===== src/rtl/ex_nor_gate.sv =====
// Two-input XNOR gate with a registered copy of its output and saturating
// equality statistics, used to monitor agreement between two 1-bit signals.
module ex_nor_gate #(
    parameter int CNT_W = 8
) (
    output logic             Y,
    input  logic             A,
    input  logic             B,
    input  logic             clk,
    input  logic             rst,
    input  logic             clr,
    output logic             Y_q,
    output logic             chg,
    output logic [CNT_W-1:0] eq_cnt,
    output logic [CNT_W-1:0] ne_cnt,
    output logic [CNT_W-1:0] run_len,
    output logic [CNT_W-1:0] max_run
);

    localparam logic [CNT_W-1:0] ONE = {{(CNT_W-1){1'b0}}, 1'b1};

    logic [CNT_W-1:0] run_nxt;

    // Counters stick at all-ones instead of wrapping.
    function automatic logic [CNT_W-1:0] sat_inc(input logic [CNT_W-1:0] v);
        return (&v) ? v : v + ONE;
    endfunction

    // Zero-latency gate; X/Z on an operand propagates to Y unmasked.
    assign Y = ~(A ^ B);

    always_comb begin
        run_nxt = '0;
        if (Y) run_nxt = sat_inc(run_len);
    end

    always_ff @(posedge clk) begin
        if (rst) begin
            Y_q     <= 1'b0;
            chg     <= 1'b0;
            eq_cnt  <= '0;
            ne_cnt  <= '0;
            run_len <= '0;
            max_run <= '0;
        end else begin
            Y_q <= Y;
            chg <= (Y != Y_q);
            // clr drops the current sample as well as the history.
            if (clr) begin
                eq_cnt  <= '0;
                ne_cnt  <= '0;
                run_len <= '0;
                max_run <= '0;
            end else begin
                if (Y) eq_cnt <= sat_inc(eq_cnt);
                else   ne_cnt <= sat_inc(ne_cnt);
                run_len <= run_nxt;
                max_run <= (run_nxt > max_run) ? run_nxt : max_run;
            end
        end
    end

endmodule


===== config.mk =====
export PLATFORM = sky130hd
export DESIGN_NAME = ex_nor_gate
export DESIGN_NICKNAME = d
export VERILOG_FILES = /design/src/rtl/ex_nor_gate.sv
export SDC_FILE = /design/constraint.sdc
export NUM_CORES = 1
export LEC_CHECK = 0
export ABC_AREA = 1
export BUFFER_PORTS_ARGS = -buffer_cell sky130_fd_sc_hd__buf_2
export CAP_MARGIN = 30
export CORE_MARGIN = 1.5
export CORE_UTILIZATION = 45
export DETAILED_ROUTE_END_ITERATION = 6
export PLACE_DENSITY = 0.76
export REMOVE_ABC_BUFFERS = 1
export SLEW_MARGIN = 10
export SYNTH_ARGS = -nofsm -noshare
export SYNTH_HDL_FRONTEND = slang
export SYNTH_SLANG_ARGS = --single-unit

===== constraint.sdc =====
create_clock -name clk -period 3.8 [get_ports clk]
set_input_delay 0.57 -clock clk [delete_from_list [all_inputs] [get_ports clk]]
set_output_delay 0.57 -clock clk [all_outputs]
set_load 0.005 [all_outputs]

# --- Word-level counts from Yosys, hierarchy flattened ---
# Index checks and enable logic that the tools add are counted.
totals:
  out_inout_bits: 35
  register_bits: 34
classes:
  n_lt_le_gt_ge: 1
  bitwise: 4
  addsub: 3
  reduce_logical: 6
  n_eq_ne: 1
  muxes: 2
ops:
  columns: ["cell", "count"]
  rows:
  - ["8-bit by 1-bit adder with 8-bit output, second input constant", 3]
  - ["8-bit AND reduction", 3]
  - ["8-bit two-way mux", 2]
  - ["8-bit > comparator", 1]
  - ["2-bit AND reduction", 2]
  - ["1-bit NOT", 3]
  - ["2-bit OR reduction", 1]
  - ["1-bit != test", 1]
  - ["1-bit XOR", 1]

# --- Longest topological paths before layout ---
depth:
  depth_word: 4
  ltp_mapped: 18
  ltp_nobuf: 18

# --- Worst setup path after synthesis ---
# Ideal clock, no wire load.
synth_path:
  path_kind: "input to register"
  startpoint: "input B"
  endpoint: "register max_run[1]"
  t_arrival_ps: 2238
  required_time_ps: 3685
  path_buffers: 2
  path_stages: 14
  path_slack_ps: 1447
  cell_sequence: "xor2_2 > inv_2 > buf_6 > nand3_1 > inv_1 > ha_1 > nand2_1 > nor2_1 > nand2_1 > nand2_1 > clkbuf_1 > nand3_1 > nand2_1 > nor2_1"
synth_between:
  elab_chain_len: 3
synth_rtl:
  columns: ["item", "line", "source"]
  rows:
  - ["start: declaration", "8", "input logic B,"]
  - ["1-bit XOR", "30", "assign Y = ~(A ^ B);"]
  - ["8-bit two-way mux", "34", "if (Y) run_nxt = sat_inc(run_len);"]
  - ["via run_nxt[6]", "22", "logic [CNT_W-1:0] run_nxt;"]
  - ["8-bit > comparator", "58", "max_run <= (run_nxt > max_run) ? run_nxt : max_run;"]
  - ["end signal: assignment", "58", null]
  - ["end: declaration", "17", "output logic [CNT_W-1:0] max_run"]
# The timed path passes the listed nets, and every way through them passes these cells.
# A chain may end at the register's enable or synchronous reset.

# --- Worst setup path after layout ---
layout_path:
  startpoint: "register run_len[0]"
  endpoint: "register max_run[5]"
layout_between:
  elab_chain_len: 4
layout_rtl:
  columns: ["item", "line", "source"]
  rows:
  - ["start: declaration", "16", "output logic [CNT_W-1:0] run_len,"]
  - ["start signal: assignment", "57", "run_len <= run_nxt;"]
  - ["8-bit by 1-bit adder with 8-bit output / 8-bit AND reduction (equally long branches)", "26", "return (&v) ? v : v + ONE;"]
  - ["8-bit two-way mux (*)", "26", null]
  - ["8-bit two-way mux (*)", "34", null]
  - ["via run_nxt[7]", "22", null]
  - ["8-bit > comparator (*)", "58", null]
# Mark *: on every way through the listed nets, which the timed path passes. The rest lies on a longest branch.

==> implementation parameters <==
Parameter                              Value

Status
  Status ... finished, final reports clean

Logic synthesis
  Synthesized-area fraction occupied by ao, oa, aoi and oai cells ... 9.82%
  Main combinational cell family by area after synthesis ... simple AND/OR/NAND/NOR gates
  Number of cells produced by synthesis ... 270
  Synthesized-area fraction occupied by and/or/nand/nor cells ... 33.1%
  Xor-xnor portion of the synthesized cell area ... 4.67%
  Fraction of synthesized area in multiplexers ... 0%
  Syn. warnings ... 0
  Post-synth cell types ... 24
  Register bit count reported by yosys ... 34
  Share of synthesized cell area in full adder, half adder and majority cells ... 7.45%
  Sequential fraction of the synthesis area ... 36.9%
  Average instance area after synthesis ... 6.84 µm²
  Post-synthesis cell area ... 1850 µm²

Global routing
  Grt ovf ... 0
  Antenna violations before repair ... 0
  Vias in the first global route ... 1457
  Largest net degree at the start of global routing ... 19
  Global-route wire length before repair ... approximately 6.3 mm
  Overall routing resource usage ... 18.2%

Floorplan
  Number of top-level design ports ... 40
  Standard cell core area ... 3970 µm²
  Starting density of the core ... 46.5%
  Area of the die ... 4500 µm²
  Site row count ... 23
  Chip width ... roughly 67 µm
  DIE HEIGHT ... 67.1 µm

Critical path
  Reg-to-reg startpoint ... run_len[0]
  Critical path required time ... 3.99 ns
  Delay of the slowest cell on the worst path ... 0.42 ns
  Maximum fanout count along the critical path ... 13
  Startpoint kind of the worst setup timing path ... flop
  Worst setup path category ... flop to flop
  Crit. End Element ... flop
  R2R Setup Slk ... 1.00 ns
  Signal arrival time at the worst endpoint ... ~3 ns
  Critical path buffers and inverters ... 1
  Worst reg2reg path endpoint ... max_run[5]
  Crit path launch ... run_len[0]
  Critical path's slowest cell ... nand4_1
  Cell family with the largest share of critical-path delay ... simple AND/OR/NAND/NOR gates
  Cell breakdown of the critical path ... ha_1 > nand3_1 > inv_1 > nand2_1 > nand2_1 > nor2_1 > nor2_1 > ha_1 > nand2_1 > nor2_1 > nand4_1 > nand2_1 > nand2_1 > nand2_1 > nor2_1
  Most Frequent Cell on Critical Path ... nand2_1
  Cells on worst reg2reg path ... 15

Clocking
  CTS Root Buffer Type ... clkbuf_8
  CTS H-tree depth ... 2
  Clock slew at reported path FFs ... 0.08 ns
  Number of buffers added by the clock tree synthesis step ... 5
  TritonCTS clock tree ... done
  Clock buffer depth ... 2
  Clock latency at the later pin of the worst-skew pair ... between 0.2 and 0.3 ns
  Post-CTS setup repair buffer count ... 0
  Post-cts sizing count ... 0
  Number of sinks on the clock net ... 34
  Post-CTS Hold Buffers ... 0

Cells and area
  Ant diodes ... 0
  Fillers ... 378
  Design Area, Final ... 2220 µm²
  Core occupancy in the finished layout ... 56.0%
  Area of combinational cells with multiple inputs ... between 1000 and 1500 µm²
  Area occupied by registers ... 681 µm²
  Ratio of cells with drive above 1 in the final layout ... 17.9%
  Final Net Count ... 328
  Layout area overhead ... 20.4%

Power
  VDD IR max ... 381 µV
  Power density over cell area ... 552 nW/µm²
  PnR Total Power ... approximately 1.2 mW
  Leak pwr ... 1.14 nW

Timing
  Tightest slew margin relative to the limit ... about two thirds
  Total count of hold-check failures in the final report ... 0
  Share of the clock period used by the worst path after layout ... approximately three quarters
  Setup TNS ... 0 ns
  Setup repair after global routing missed its margin ... false
  Transition at the pin with the smallest max-transition slack ... around 0.5 ns
  Slew Viols, Final ... 0
  Maximum clock skew at final layout ... approximately 0.0057 ns
  Top achievable clock speed ... between 300 and 400 MHz
  Final min period ... 2.80 ns
  Final hold slack ... 0.474 ns
  Final setup violation count ... 0

Hold path
  Hold Crit Start ... rst
  Hold crit path type ... primary input to flop
  Capture endpoint of the worst hold path ... Y_q
  Cell depth of the worst hold path ... 2

Routing
  Number of vias in the routed layout ... 1792
  Initial detailed-routing violation count ... 85
  Routed vias/inst ... 4.94
  Detailed-routing iteration count for the pre-antenna-repair pass ... 4
  Average detailed-routed wire length per instance ... 10.9 µm
  Drt total wl ... 3.94 mm
  DRC errors left ... 0
  Antenna-violating nets left ... 0

Place
  Port bufs ... 39
  HPWL after detailed placement ... approximately 3 mm
  Instance area after placement ... 2090 µm²
  Routability congestion estimate ... 0.823

Run
  Max-cap check violation count ... 0
==> synth_stat cells <==
master | count | area, µm²
xor2_1 | 5 | 43.8
a21oi_4 | 1 | 16.3
xor2_2 | 1 | 16.3
nand2_2 | 2 | 12.5
inv_2 | 2 | 7.51
o21ai_1 | 1 | 5.00
nand3b_1 | 2 | 15.0
ha_1 | 11 | 138
nand4_1 | 1 | 6.26
inv_1 | 31 | 116
dfxtp_1 | 34 | 681
a21oi_1 | 23 | 115
nand3_1 | 22 | 110
nor3b_4 | 1 | 18.8
buf_6 | 1 | 11.3
o21bai_1 | 1 | 7.51
nor3_1 | 5 | 25.0
o21ai_0 | 6 | 30.0
nor2_1 | 41 | 154
nand2_1 | 70 | 263
clkbuf_1 | 4 | 15.0
or2_2 | 1 | 6.26
xnor2_1 | 3 | 26.3
a21o_1 | 1 | 7.51
==> per-stage QoR <==
step | instances | setup slack (ns)
3_3_place_gp | 355 | 1.02
3_5_place_dp | 355 | 0.946
5_1_grt | 363 | 0.670
4_1_cts | 363 | 1.03
2_1_floorplan | 265 | 1.40
6_report | 363 | 1.00
==> flip-flops by register name, summed over array words and instances (netlist names) <==
name	cells
max_run	8
run_len	8
eq_cnt	8
chg	1
ne_cnt	8
Y_q	1
==> cell families (layout without fill, tap and decap cells) <==
kind of cell	Yosys count	in the layout
flip-flops	34	34
adder cells (fa/ha/maj)	11	11
AO/OA/AOI/OAI	33	33
AND/OR/NAND/NOR	145	145
buffers and inverters	38	81
XOR/XNOR	9	9
==> power by group <==
| group | internal [mW] | switching, mW |
|---|---|---|
| clock | 0.263 | 0.142 |
| combinational | 0.148 | 0.263 |
| sequential | 0.389 | 0.0219 |
==> metal layers <==
layer	wire [µm]	GRT usage (%)
met1	1930	25.0
met2	1780	27.4
met3	167	4.56
met4	59	6.12
met5	0	0
==> worst reg2reg max path, delay by kind of cell, from the launching register on <==
| family | cells | cell delay, ns |
|---|---|---|
| buffers and inverters | 1 | 0.09 |
| AND/OR/NAND/NOR | 12 | 1.73 |
| flip-flops | 1 | 0.34 |
| adder cells (fa/ha/maj) | 2 | 0.56 |
==> worst max-delay path by stage <==
stage                       endpoint  slack (ns)  cells past startpoint
after floorplan           max_run[5]        1.40                     12
after global placement    max_run[5]        1.02                     13
after detailed placement  max_run[5]        0.95                     13
after CTS                 max_run[5]        1.03                     15
after global routing      max_run[7]        0.67                     15
final                     max_run[5]        1.00                     15
==> area by class of cell <==
type                    instances  area share, %
repair buffers                 40           9.12
well taps                      50           2.81
flip-flops and latches         34           30.6
inverters                      33           5.57
clock inverters                 3           3.10
clock buffers                   5           3.10
multi-input cells             198           45.7
==> placed cells by master, fill, tap and decap left out <==
cell type and instances:
inv_1 31, nand2_1 70, nand3b_1 2, inv_2 2, clkinv_4 1, nor3_1 5, o21ai_1 1, nor3b_4 1
clkbuf_8 5, a21oi_1 23, nand3_1 22, nand4_1 1, or2_2 1, a21o_1 1, bufinv_16 2, o21ai_0 6
xor2_2 1, o21bai_1 1, xor2_1 5, buf_2 39, buf_4 1, nand2_2 2, xnor2_1 3, dfxtp_1 34
nor2_1 41, ha_1 11, a21oi_4 1
Note: power is estimated with default switching activity, not from simulation.
